**src/rtl/max_pool_2x2_pkg.sv**
```systemverilog
// Shared widths and default geometry for the 2x2 max-pooling stage.
// The data width follows the ReLU output so the two stages chain without adaptation.
package max_pool_2x2_pkg;

  localparam int RELU_DATA_WIDTH = 24;
  localparam int POOL_DATA_WIDTH = RELU_DATA_WIDTH;
  localparam int POOL_IMG_WIDTH  = 8;
  localparam int POOL_IMG_HEIGHT = 8;

endpackage

```
**src/rtl/max_pool_2x2_pool_line_buffer.sv**
```systemverilog
// Half-width store of horizontal pair maxima from the even row of each window pair.
// Asynchronous read keeps the window result available in the same cycle as the bottom-right pixel.
module pool_line_buffer #(
  parameter int DATA_WIDTH = 24,
  parameter int DEPTH      = 4,
  parameter int ADDR_BITS  = (DEPTH > 1) ? $clog2(DEPTH) : 1
) (
  input  logic                  clock,
  input  logic                  wr_en_i,
  input  logic [ADDR_BITS-1:0]  wr_addr_i,
  input  logic [DATA_WIDTH-1:0] wr_data_i,
  input  logic [ADDR_BITS-1:0]  rd_addr_i,
  output logic [DATA_WIDTH-1:0] rd_data_o
);

  logic [DATA_WIDTH-1:0] mem_q [DEPTH];

  always_ff @(posedge clock) begin
    if (wr_en_i) begin
      mem_q[wr_addr_i] <= wr_data_i;
    end
  end

  assign rd_data_o = mem_q[rd_addr_i];

endmodule

```
**src/rtl/max_pool_2x2.sv**
```systemverilog
// Streaming 2x2 / stride-2 max pool over a raster-order activation stream.
// Emits one registered maximum per window and flags the last window of each frame.
module max_pool_2x2
  import max_pool_2x2_pkg::*;
#(
  parameter int DATA_WIDTH = POOL_DATA_WIDTH,
  parameter int IMG_WIDTH  = POOL_IMG_WIDTH,
  parameter int IMG_HEIGHT = POOL_IMG_HEIGHT,
  parameter int COL_BITS   = $clog2(IMG_WIDTH),
  parameter int ROW_BITS   = $clog2(IMG_HEIGHT)
) (
  input  logic                  clock,
  input  logic                  reset,
  input  logic                  pool_in_valid,
  input  logic [DATA_WIDTH-1:0] pool_in,
  output logic                  pool_out_valid,
  output logic [DATA_WIDTH-1:0] pool_out,
  output logic                  frame_done
);

  localparam int HALF_WIDTH   = IMG_WIDTH / 2;
  localparam int LB_ADDR_BITS = (HALF_WIDTH > 1) ? $clog2(HALF_WIDTH) : 1;
  localparam logic [COL_BITS-1:0] COL_LAST = COL_BITS'(IMG_WIDTH - 1);
  localparam logic [ROW_BITS-1:0] ROW_LAST = ROW_BITS'(IMG_HEIGHT - 1);

  logic [COL_BITS-1:0]     col_q, col_d;
  logic [ROW_BITS-1:0]     row_q, row_d;
  logic [DATA_WIDTH-1:0]   hold_q, hold_d;
  logic [DATA_WIDTH-1:0]   pool_out_q, pool_out_d;
  logic                    pool_out_valid_q, pool_out_valid_d;
  logic                    frame_done_q, frame_done_d;

  logic [DATA_WIDTH-1:0]   pair;
  logic [DATA_WIDTH-1:0]   lb_rd_data;
  logic [DATA_WIDTH-1:0]   win_max;
  logic [LB_ADDR_BITS-1:0] lb_addr;
  logic                    lb_wr_en;
  logic                    col_last, row_last, col_odd, row_odd;

  assign col_last = (col_q == COL_LAST);
  assign row_last = (row_q == ROW_LAST);
  assign col_odd  = col_q[0];
  assign row_odd  = row_q[0];

  // Each pair of columns shares one line-buffer slot.
  assign lb_addr  = LB_ADDR_BITS'(col_q >> 1);
  assign pair     = (pool_in > hold_q) ? pool_in : hold_q;
  assign win_max  = (lb_rd_data > pair) ? lb_rd_data : pair;
  assign lb_wr_en = pool_in_valid && !reset && col_odd && !row_odd;

  pool_line_buffer #(
    .DATA_WIDTH (DATA_WIDTH),
    .DEPTH      (HALF_WIDTH),
    .ADDR_BITS  (LB_ADDR_BITS)
  ) u_line_buffer (
    .clock     (clock),
    .wr_en_i   (lb_wr_en),
    .wr_addr_i (lb_addr),
    .wr_data_i (pair),
    .rd_addr_i (lb_addr),
    .rd_data_o (lb_rd_data)
  );

  always_comb begin
    col_d            = col_q;
    row_d            = row_q;
    hold_d           = hold_q;
    pool_out_d       = pool_out_q;
    pool_out_valid_d = 1'b0;
    frame_done_d     = 1'b0;
    if (pool_in_valid) begin
      if (!col_odd) begin
        hold_d = pool_in;
      end
      if (col_odd && row_odd) begin
        pool_out_d       = win_max;
        pool_out_valid_d = 1'b1;
        frame_done_d     = col_last && row_last;
      end
      if (col_last) begin
        col_d = '0;
        row_d = row_last ? '0 : row_q + ROW_BITS'(1);
      end else begin
        col_d = col_q + COL_BITS'(1);
      end
    end
  end

  always_ff @(posedge clock) begin
    if (reset) begin
      col_q            <= '0;
      row_q            <= '0;
      hold_q           <= '0;
      pool_out_q       <= '0;
      pool_out_valid_q <= 1'b0;
      frame_done_q     <= 1'b0;
    end else begin
      col_q            <= col_d;
      row_q            <= row_d;
      hold_q           <= hold_d;
      pool_out_q       <= pool_out_d;
      pool_out_valid_q <= pool_out_valid_d;
      frame_done_q     <= frame_done_d;
    end
  end

  assign pool_out       = pool_out_q;
  assign pool_out_valid = pool_out_valid_q;
  assign frame_done     = frame_done_q;

endmodule
```
**config.mk**
```make
export PLATFORM = sky130hd
export DESIGN_NAME = max_pool_2x2
export DESIGN_NICKNAME = d
export VERILOG_FILES = /design/src/rtl/max_pool_2x2_pkg.sv /design/src/rtl/max_pool_2x2_pool_line_buffer.sv /design/src/rtl/max_pool_2x2.sv
export SDC_FILE = /design/constraint.sdc
export NUM_CORES = 1
export LEC_CHECK = 0
export ABC_AREA = 1
export CAP_MARGIN = 20
export CORE_MARGIN = 1
export CORE_UTILIZATION = 40
export DETAILED_ROUTE_END_ITERATION = 6
export MAX_ROUTING_LAYER = met4
export SETUP_SLACK_MARGIN = 0.2
export SYNTH_ARGS = -nofsm -noshare
export SYNTH_HDL_FRONTEND = slang
export SYNTH_HIERARCHICAL = 1
export SYNTH_SLANG_ARGS = --single-unit
```
**constraint.sdc**
```tcl
create_clock -name clock -period 3.4 [get_ports clock]
set_input_delay 0.51 -clock clock [delete_from_list [all_inputs] [get_ports clock]]
set_output_delay 0.51 -clock clock [all_outputs]
set_load 0.05 [all_outputs]
```
==> impl_metrics.yaml <==
floorplanning:
  dieArea_um2: 22100
  io_pins: 53
  core_region_area_um2: 21100
  fp-row-count: 53
  dieWidth_um: 149
  start_util_pct: 40.8
  die_h_um: 149
synth:
  synth_top_area_share_pct: 33.5
  synth_edf_count: 96
  syn_inst: 1033
  synth_compound_area_share_pct: 7.03
  synthXorXnorAreaFrac_pct: 0
  synth.area.top_cells: "edfxtp_1 (33%), dfxtp_1 (13%), nand2_1 (12%), inv_1 (8.6%), ha_1 (7.6%)"
  ys_ff_latch: 152
  ys_top_cells_by_count: "nand2_1 (278), inv_1 (197), nand3_1 (101)"
  synthMuxAreaShare_pct: 0
  synth_largest_area_cell: "edfxtp_1"
  yosysUniqueCellTypes: 30
  synth_nets: 1112
  ys_async_sr_fraction_pct: 0
  yosysSeqAreaShare_pct: 46.5
  synth_top_family_by_area: "simple AND/OR/NAND/NOR gates"
  synthSimpleGateAreaFrac_pct: 26.5
  syn_avg_cell_area_um2: 8.34
  yosys.area_share.adder_pct: 7.55
  synth_top_flop_cell: "edfxtp_1"
  yosysWarningCount: 6
  netlist_area_um2: 8610
  post-synth-top-count-cell: "nand2_1"
clock_tree:
  cts_hold_buf: 0
  cts_tree: "built"
  root_buffer: "clkbuf_16"
  numCtsBuffers: 17
  clock_latency_ns: 0.43
  cts.path.max_buffers: 2
  cts.sinks: 152
  clk_pin_slew_ns: 0.07
  h-tree-depth: 4
routing:
  routed_wl_mm: 21.7
  via_count: 7072
  dr.pass1.iters: 4
  wl_per_cell_um: 14.3
  drtIter0Drc: 454
  route.detailed.drc: 0
  drtAntennaViolNets: 0
  avgViaCountPerCell: 4.64
timing:
  slew_violations: 0
  finClkSkew_ns: 0.0117
  min_period_ns: 3.45
  finalSetupViolations: 23
  rsz0062_at_grt: "true"
  fmax_mhz: 290
  slew_headroom_pct: 44.1
  finalWorstSetupSlack_ns: -0.0542
  hold_violations: 0
  tightest_slew_ns: 0.838
  fin_crit_sh_pct: 102
  tns_ns: -0.669
layout:
  layout.nets: 1315
  drive_gt1_share_pct: 37.1
  n_antenna_cell: 0
  area_growth_pct: 43.9
critical_path:
  worst_ep_arrival_time_ns: 3.75
  crit_fanout: 8
  worstSetupPathType: "reg2reg"
  cp.required_ns: 3.70
  worstSetupEndpointType: "flop"
  start_kind: "flop"
pwr:
  power.share.combinational_pct: 30.0
  p_sw_uw: 1710
  leakage_uw: 0.00584
  pwr-share-seq_pct: 36.0
  power_uw: 5730
  cell_internal_pwr_uw: 4020
  sw_frac_of_total_pct: 29.9
  power_density_nw_per_um2: 462
  pwr-share-clk_pct: 34.0
  ir_drop_v: 0.000345
placement:
  gp_congestion: 0.800
  place_ws_ns: -0.709
  dp_hpwl_mm: 14.6
  portBuffers: 52
grt:
  gr-total-overflow: 0
  antenna_found_initial: 0
  track_usage_pct: 19.6
  grt_pass1_wl_mm: 32.4
  grt_max_degree: 47
  grt_pass1_vias: 6447
run:
  cap_violations: 0
run_status:
  violations: "setup timing"
  outcome: "finished with violations"
worst_hold_path:
  hold_path.class: "reg2reg"
==> area by class of cell <==
| class | instances | area [um^2] |
|---|---|---|
| Clock buffer | 19 | 433 |
| Timing Repair Buffer | 225 | 2140 |
| Fill cell | 1792 | 8690 |
| Clock inverter | 13 | 168 |
| Inverter | 220 | 828 |
| Multi-Input combinational cell | 620 | 4450 |
| Sequential cell | 152 | 4030 |
| Tap cell | 275 | 344 |
==> cell families after synthesis <==
| logic type | Yosys count |
|---|---|
| simple gates | 465 |
| fa+ha+maj | 52 |
| flops | 152 |
| buf+inv | 261 |
| compound gates | 103 |
==> routing by layer <==
metal  up-vias  wire length [um]  GRT usage, %
li1       3671                 -             -
met1      3309             10300          26.2
met2        81             10800          31.2
met3        11               483          3.12
met4         0               165          4.49
met5         -                 0             -
==> stage by stage <==
step           instances  hold WS [ns]  area (um^2)  utilization (%)
5_1_grt             1524         0.499        12400             58.8
6_report            1524         0.477        12400             58.8
3_5_place_dp        1465         0.468        10700             50.9
3_3_place_gp        1465         0.466        10700             50.9
4_1_cts             1501         0.479        11400             54.2
2_1_floorplan       1033         0.448         8910                -
==> flip-flops by register name (all words and copies together) (netlist names) <==
name                 flops
row_q                    3
col_q                    3
hold_q                  24
frame_done               1
pool_out                24
u_line_buffer/mem_q     96
pool_out_valid           1
==> cell usage in the layout (no fill, tap or decap), types with 3 or more instances in the layout <==
master / count
nand2_1: 227
inv_1: 173
buf_4: 152
edfxtp_1: 96
nand3_1: 67
nand3_2: 51
nand2_2: 42
a21oi_1: 39
dfxtp_1: 37
nand2_4: 31
ha_4: 31
inv_2: 30
o21ai_0: 30
clkdlybuf4s50_1: 28
a21oi_2: 26
clkbuf_16: 24
dlymetal6s2s_1: 20
ha_1: 19
dfxtp_2: 19
nor2_1: 18
clkinv_1: 17
buf_12: 11
nand3_4: 9
nor2_4: 7
a21o_1: 4
inv_6: 4
nor3_2: 4
nor2_2: 3
bufinv_16: 3
clkinv_4: 3
==> critical path, cell delays in order (launching register included) <==
cell and delay, ns:
dfxtp_2 0.32, inv_1 0.10, ha_4 0.21, a21oi_1 0.16, o21ai_2 0.09, a21oi_4 0.17, nand3_4 0.20, nand2_8 0.17
buf_12 0.16, nand2_4 0.07, nand2_4 0.07, inv_2 0.04, ha_4 0.27, nand2_2 0.07, nor2_4 0.13, nand4_4 0.14
nor2_4 0.16, nand2_2 0.08, nand3_4 0.20, clkbuf_16 0.21, nand3_2 0.07, nand2_1 0.06, inv_1 0.04, nand2_1 0.07
a21oi_2 0.05
==> power by group through the flow <==
| stage | logic [uW] | registers, uW | clock network (uW) |
|---|---|---|---|
| 2_1_floorplan | 815 | 2100 | 0 |
| 3_3_place_gp | 1300 | 2100 | 0 |
| 3_5_place_dp | 1320 | 2100 | 0 |
| 4_1_cts | 1360 | 2060 | 1960 |
| 5_1_grt | 1880 | 2070 | 2040 |
| 6_report | 1720 | 2060 | 1950 |
==> path summary, 6_finish.rpt <==
| path | startpoint | slack [ns] | cells after the start | to |
|---|---|---|---|---|
| worst max-delay path | hold_q[23] | -0.05 | 24 | pool_out[2] |
| worst min register to register | hold_q[5] | 0.48 | 2 | hold_q[5] |
| worst max register to register | hold_q[23] | -0.05 | 24 | pool_out[2] |
| worst min-delay path | hold_q[5] | 0.48 | 2 | hold_q[5] |
==> timing repair <==
| item | CTS | global route |
|---|---|---|
| setup buffers | 3 | 16 |
| resized for setup | 23 | 178 |
| setup endpoints to repair | 24 | 24 |
| gates cloned | 1 | 7 |
| pin swaps | 7 | 69 |
(Power assumes the default switching activity.)
